`src/rtl/regfile_2r1w.sv`:
```
// Parametrised register file: one synchronous write port, two enabled registered read ports.
// Define REGFILE_BYPASS_EN to forward same-edge write data to a matching read port.
module regfile_2r1w #(
    parameter int unsigned          WIDTH     = 8,
    parameter int unsigned          DEPTH     = 8,
    parameter int unsigned          AW        = $clog2(DEPTH),
    parameter int unsigned          ZERO_REG  = 1,
    parameter logic [WIDTH-1:0]     RESET_VAL = '0
) (
    input  logic             clk,
    input  logic             rst,
    input  logic             we,
    input  logic [AW-1:0]    waddr,
    input  logic [WIDTH-1:0] wdata,
    input  logic             re_a,
    input  logic [AW-1:0]    raddr_a,
    output logic [WIDTH-1:0] rdata_a,
    input  logic             re_b,
    input  logic [AW-1:0]    raddr_b,
    output logic [WIDTH-1:0] rdata_b
);

    logic [WIDTH-1:0] mem_q [DEPTH];
    logic [WIDTH-1:0] rd_a_d, rd_b_d;

`ifdef REGFILE_BYPASS_EN
    function automatic logic writable(input logic [AW-1:0] a);
        return (32'(a) < DEPTH) && !((ZERO_REG != 0) && (a == '0));
    endfunction
`endif

    // Entry 0 is only assigned at reset when hardwired, so it stays constant zero.
    always_ff @(posedge clk or posedge rst) begin
        if (rst) begin
            for (int unsigned i = 0; i < DEPTH; i++) begin
                mem_q[i] <= ((ZERO_REG != 0) && (i == 0)) ? '0 : RESET_VAL;
            end
        end else begin
            for (int unsigned i = 0; i < DEPTH; i++) begin
                if (we && (waddr == AW'(i)) && !((ZERO_REG != 0) && (i == 0))) begin
                    mem_q[i] <= wdata;
                end
            end
        end
    end

    // Addresses with no matching entry fall through to the zero default.
    always_comb begin
        rd_a_d = '0;
        rd_b_d = '0;
        for (int unsigned i = 0; i < DEPTH; i++) begin
            if (raddr_a == AW'(i)) rd_a_d = mem_q[i];
            if (raddr_b == AW'(i)) rd_b_d = mem_q[i];
        end
        if ((ZERO_REG != 0) && (raddr_a == '0)) rd_a_d = '0;
        if ((ZERO_REG != 0) && (raddr_b == '0)) rd_b_d = '0;
`ifdef REGFILE_BYPASS_EN
        if (we && writable(waddr) && (waddr == raddr_a)) rd_a_d = wdata;
        if (we && writable(waddr) && (waddr == raddr_b)) rd_b_d = wdata;
`endif
    end

    always_ff @(posedge clk or posedge rst) begin
        if (rst) begin
            rdata_a <= '0;
            rdata_b <= '0;
        end else begin
            if (re_a) rdata_a <= rd_a_d;
            if (re_b) rdata_b <= rd_b_d;
        end
    end

endmodule

```
`config.mk`:
```
export PLATFORM = sky130hd
export DESIGN_NAME = regfile_2r1w
export DESIGN_NICKNAME = d
export VERILOG_FILES = /design/src/rtl/regfile_2r1w.sv
export SDC_FILE = /design/constraint.sdc
export NUM_CORES = 1
export LEC_CHECK = 0
export CORE_MARGIN = 5
export CORE_UTILIZATION = 52
export CTS_CLUSTER_DIAMETER = 100
export DETAILED_ROUTE_END_ITERATION = 10
export GPL_TIMING_DRIVEN = 0
export PLACE_DENSITY = 0.75
export SYNTH_ARGS = -nofsm -noshare
export SYNTH_HDL_FRONTEND = slang
export SYNTH_SLANG_ARGS = --single-unit
```
`constraint.sdc`:
```
create_clock -name clk -period 2.2 [get_ports clk]
set_input_delay 0.33 -clock clk [delete_from_list [all_inputs] [get_ports clk]]
set_output_delay 0.33 -clock clk [all_outputs]
set_load 0.03 [all_outputs]
```
* After elaboration in Yosys (flattened, before gate mapping)
Index checks and enable logic that the tools add are counted.
** Word-level totals
- Register bits :: 72
- Bits of input ports :: 22
- Output and inout port bits :: 16
- Word-level logic and storage cells :: 55
** Cells by class
- Equal/unequal tests :: 21
- Mux-type cells :: 16
- Reductions and logical operators :: 9
** Operator list (count)
- $mux 8 :: 16
- $eq 3x3->1 const B :: 12
- $eq 3x2->1 const B :: 6
- $eq 3x1->1 const B :: 3
- $logic_and 1x1->1 :: 7
- $logic_not 3->1 :: 2

* Depth between registers and ports, before layout
- Word-level depth :: 9
- Mapped depth :: 6
- Mapped depth without buffers :: 4

* Worst setup path after synthesis
OpenSTA, ideal clock, no wires.
- Path type :: input to register
- Start :: input port we
- End :: register mem_q[40] (netlist bit)
- Arrival time :: 1275 ps
- Data required time :: 2075 ps
- Slack :: 800 ps
- Stages on the path :: 4
- Cells stage by stage :: buf_2 -> nor4bb_1 -> buf_2 -> mux2_2
** On the way
- Word-level cells in the longest chain between the ends :: 1
** Ends and longest elaborated chain
- start: declaration :: line 12 : input logic we,
- $logic_and 1x1->1 :: line 40 : if (we && (waddr == AW'(i)) && !((ZERO_REG != 0) && (i == 0))) begin
- end signal: indexed assignment :: line 36 : mem_q[i] <= ((ZERO_REG != 0) && (i == 0)) ? '0 : RESET_VAL;
- end signal: indexed assignment :: line 41 : mem_q[i] <= wdata;
- end: declaration :: line 23 : logic [WIDTH-1:0] mem_q [DEPTH];
No other way between the ends.
A chain may end at the register's enable or synchronous reset.

* Worst setup path after layout
- Start :: input port raddr_b[1]
- End :: register rdata_b[1]
** On the way
- Word-level cells in the longest chain between the ends :: 9
- Elaborated cells on any way between the ends :: 16
- Those cells by class :: 7 x eq/ne; 8 x mux; 1 x reduce/logical
** Ends and longest elaborated chain
- start: declaration :: line 19 : input logic [AW-1:0] raddr_b,
- $eq 3x1->1 :: line 53 : if (raddr_b == AW'(i)) rd_b_d = mem_q[i];
- $mux 8 (7 in series) :: line 53
- $mux 8 (*) :: line 56 : if ((ZERO_REG != 0) && (raddr_b == '0)) rd_b_d = '0;
- end signal: assignment :: line 69 : if (re_b) rdata_b <= rd_b_d;
- end: declaration :: line 20 : output logic [WIDTH-1:0] rdata_b
Mark *: on every way between the ends. The rest lies on a longest branch, timed or not.

==> qor.txt <==
Status - finished, final reports clean
Area contributors post-synth - dfrtp_1 47%, mux2_2 17%, o22ai_1 4.6%
CP arrival - 2.03 ns
Placed Cells - 481
Slew @ Worst Pin - 0.863 ns
Initial DRT Pass Iterations - 5
Post-Layout Cell Count - 497
Final core utilization - 0.623
Avg Inst Size Synth - 10.9 um^2
RR Startpoint - mem_q[21]
FP Rows - 31
Initial antenna violation count - 0
Die ar. - 9160 um^2
Final ANT Viol Nets - 0
Most frequent cell after synthesis - dfrtp_1
Commonest cells post-synth - 72 x dfrtp_1, 59 x mux2_2, 28 x o22ai_1
Via count - 3,174
Placer Congestion - 0.954
Setup CP Type - primary input to register
Final worst path period share - 0.828
CP Max Fanout - 10
Final Total Pwr - 0.00404 W
Crit path launch - raddr_b[1]
Worst-path clk slew - 0.08 ns
Sequential share of the synthesized area - 0.472
DRC - 0
CP required - 2.41 ns
Cts bufs inserted - 9
CORE AREA - 7210 um^2
Mapped Area - 3820 um^2
Num ports - 38
VDD IR-drop max - 0.317 mV
Clock latency at the later pin of the worst-skew pair - 0.34 ns
Rel. slew slack - 0.425
H-Tree Depth - 3
Maxcap violations - 0
Synth Register Bits - 72
Cell count after synthesis - 351
GRT Total Usage - 0.243
Net Count, Synth - 373
FILL cells - 609
Largest net degree at the start of global routing - 73
Post-synth EDFFs - 0
Clock sink total - 72
Total gr overflow - 0
Footprint of the multi-input gates - 1800 um^2
Detailed Place HPWL - 7160 um
DR WL/cell - 21.1 um
Final Hold Viols - 0
Starting density of the core - 0.529
Max Buffers Root-to-Sink - 2
Area delta synth->final - 17.7%
Worst min-delay path class - primary input to asynchronous set/reset pin
LEAKAGE - 1.87 nW
Synth top area share - 0.472
Yosys warning total - 8
Fin. max-slew vios - 0
Crit start category - primary input
Chip height - 95.7 um
CP endpoint kind - register
Final setup fails - 0
Fmax - 549 MHz
Total wire length - 10,500 um
Worst Skew - 0.00430 ns
# diodes - 0
Seq. cell area - 1800 um^2
Async SR Flop Fraction - 1.00
IO Port Bufs - 31
TritonCTS clock tree - yes
Vias per std cell - 6.39
Ys flop type - dfrtp_1
Post CTS Setup Buffer Count - 0
Reg2reg path depth - 4
RSZ-0062 raised after global routing - false
Distinct cells, synth - 41
Area leader, netlist - dfrtp_1
PwrDens - 898 nW/um^2
Final Critical Period - 1.82 ns
Vias in the first global route - 3,135
CTS resizes - 0
Hold_buf cts - 0
Starting DRC count in detailed routing - 308
Die width - 95.7 um
Clock Tree Root - clkbuf_8
# nets final - 415
Layout cell share with drive strength beyond 1 - 0.261
First-pass GRT wire length - 16,500 um
[layout by cell type, fill, tap and decap left out, types with 7 or more instances in the layout]
| cell type | netlist | layout |
|---|---|---|
| o21ai_0 | 17 | 17 |
| inv_1 | 22 | 21 |
| a22oi_1 | 11 | 11 |
| nand2b_1 | 13 | 13 |
| clkdlybuf4s50_1 | 0 | 31 |
| clkbuf_8 | 0 | 12 |
| o22ai_1 | 28 | 28 |
| buf_2 | 19 | 19 |
| dfrtp_1 | 72 | 72 |
| mux2_2 | 59 | 59 |
| nand2_1 | 13 | 13 |
| a21oi_1 | 26 | 26 |
| o22a_1 | 7 | 7 |
| o221ai_1 | 7 | 7 |
[registers in the layout (all words and copies together), names as in the netlist]
name / count
mem_q: 56
rdata_a: 8
rdata_b: 8
[layer usage]
metal,routed length [um],global-route usage,part of all wire,vias up
met5,0,0,0,-
met4,482,0.147,0.046,0
met3,935,0.0508,0.089,36
met2,4750,0.370,0.45,202
met1,4300,0.318,0.41,1535
li1,-,-,-,1401
[per-stage QoR]
step	hold slack, ns	cell area [um^2]	TNS [ns]	setup WS, ns
after floorplan	0.481	3820	0	0.0451
after global placement	0.499	4250	-77.05	-1.07
after detailed placement	0.509	4260	0	0.0865
after CTS	0.480	4500	0	0.446
after global routing	0.513	4500	0	0.260
final	0.496	4500	0	0.379
[area by class of cell]
class | instances | area share
plain buffers | 27 | 0.0303
clock buffers | 12 | 0.0367
clock inverters | 4 | 0.0167
inverters | 22 | 0.0189
multi-input cells | 230 | 0.400
flip-flops and latches | 72 | 0.401
well taps | 99 | 0.0275
repair buffers | 31 | 0.0690
[worst max-delay path: stages]
cell	delay (ns)
clkdlybuf4s50_1	0.49
buf_2	0.25
clkbuf_1	0.44
o22ai_1	0.19
a21oi_1	0.21
o22ai_1	0.11
[path summary, 6_finish.rpt]
| check | slack, ns | to |
|---|---|---|
| worst min-delay path | 0.50 | mem_q[34] |
| max in group asynchronous | 1.11 | rdata_b[0] |
| worst max-delay path | 0.38 | rdata_b[1] |
| worst max register to register | 0.83 | rdata_b[5] |
| min in group clk | 0.51 | rdata_b[5] |
| worst min register to register | 0.51 | rdata_b[5] |
[logic make-up after synthesis]
logic type / after synthesis / synth area share
AO/OA/AOI/OAI: 119 / 0.202
buffers and inverters: 49 / 0.0573
flip-flops: 72 / 0.472
multiplexers: 64 / 0.188
AND/OR/NAND/NOR: 47 / 0.0806
[power breakdown]
group / internal (W) / switching, W / leakage, nW
logic: 0.000481 / 0.000479 / 0.881
registers: 0.00160 / 0.000241 / 0.877
clock network: 0.000732 / 0.000503 / 0.115
total: 0.00281 / 0.00122 / 1.87
(Power assumes the default switching activity.)
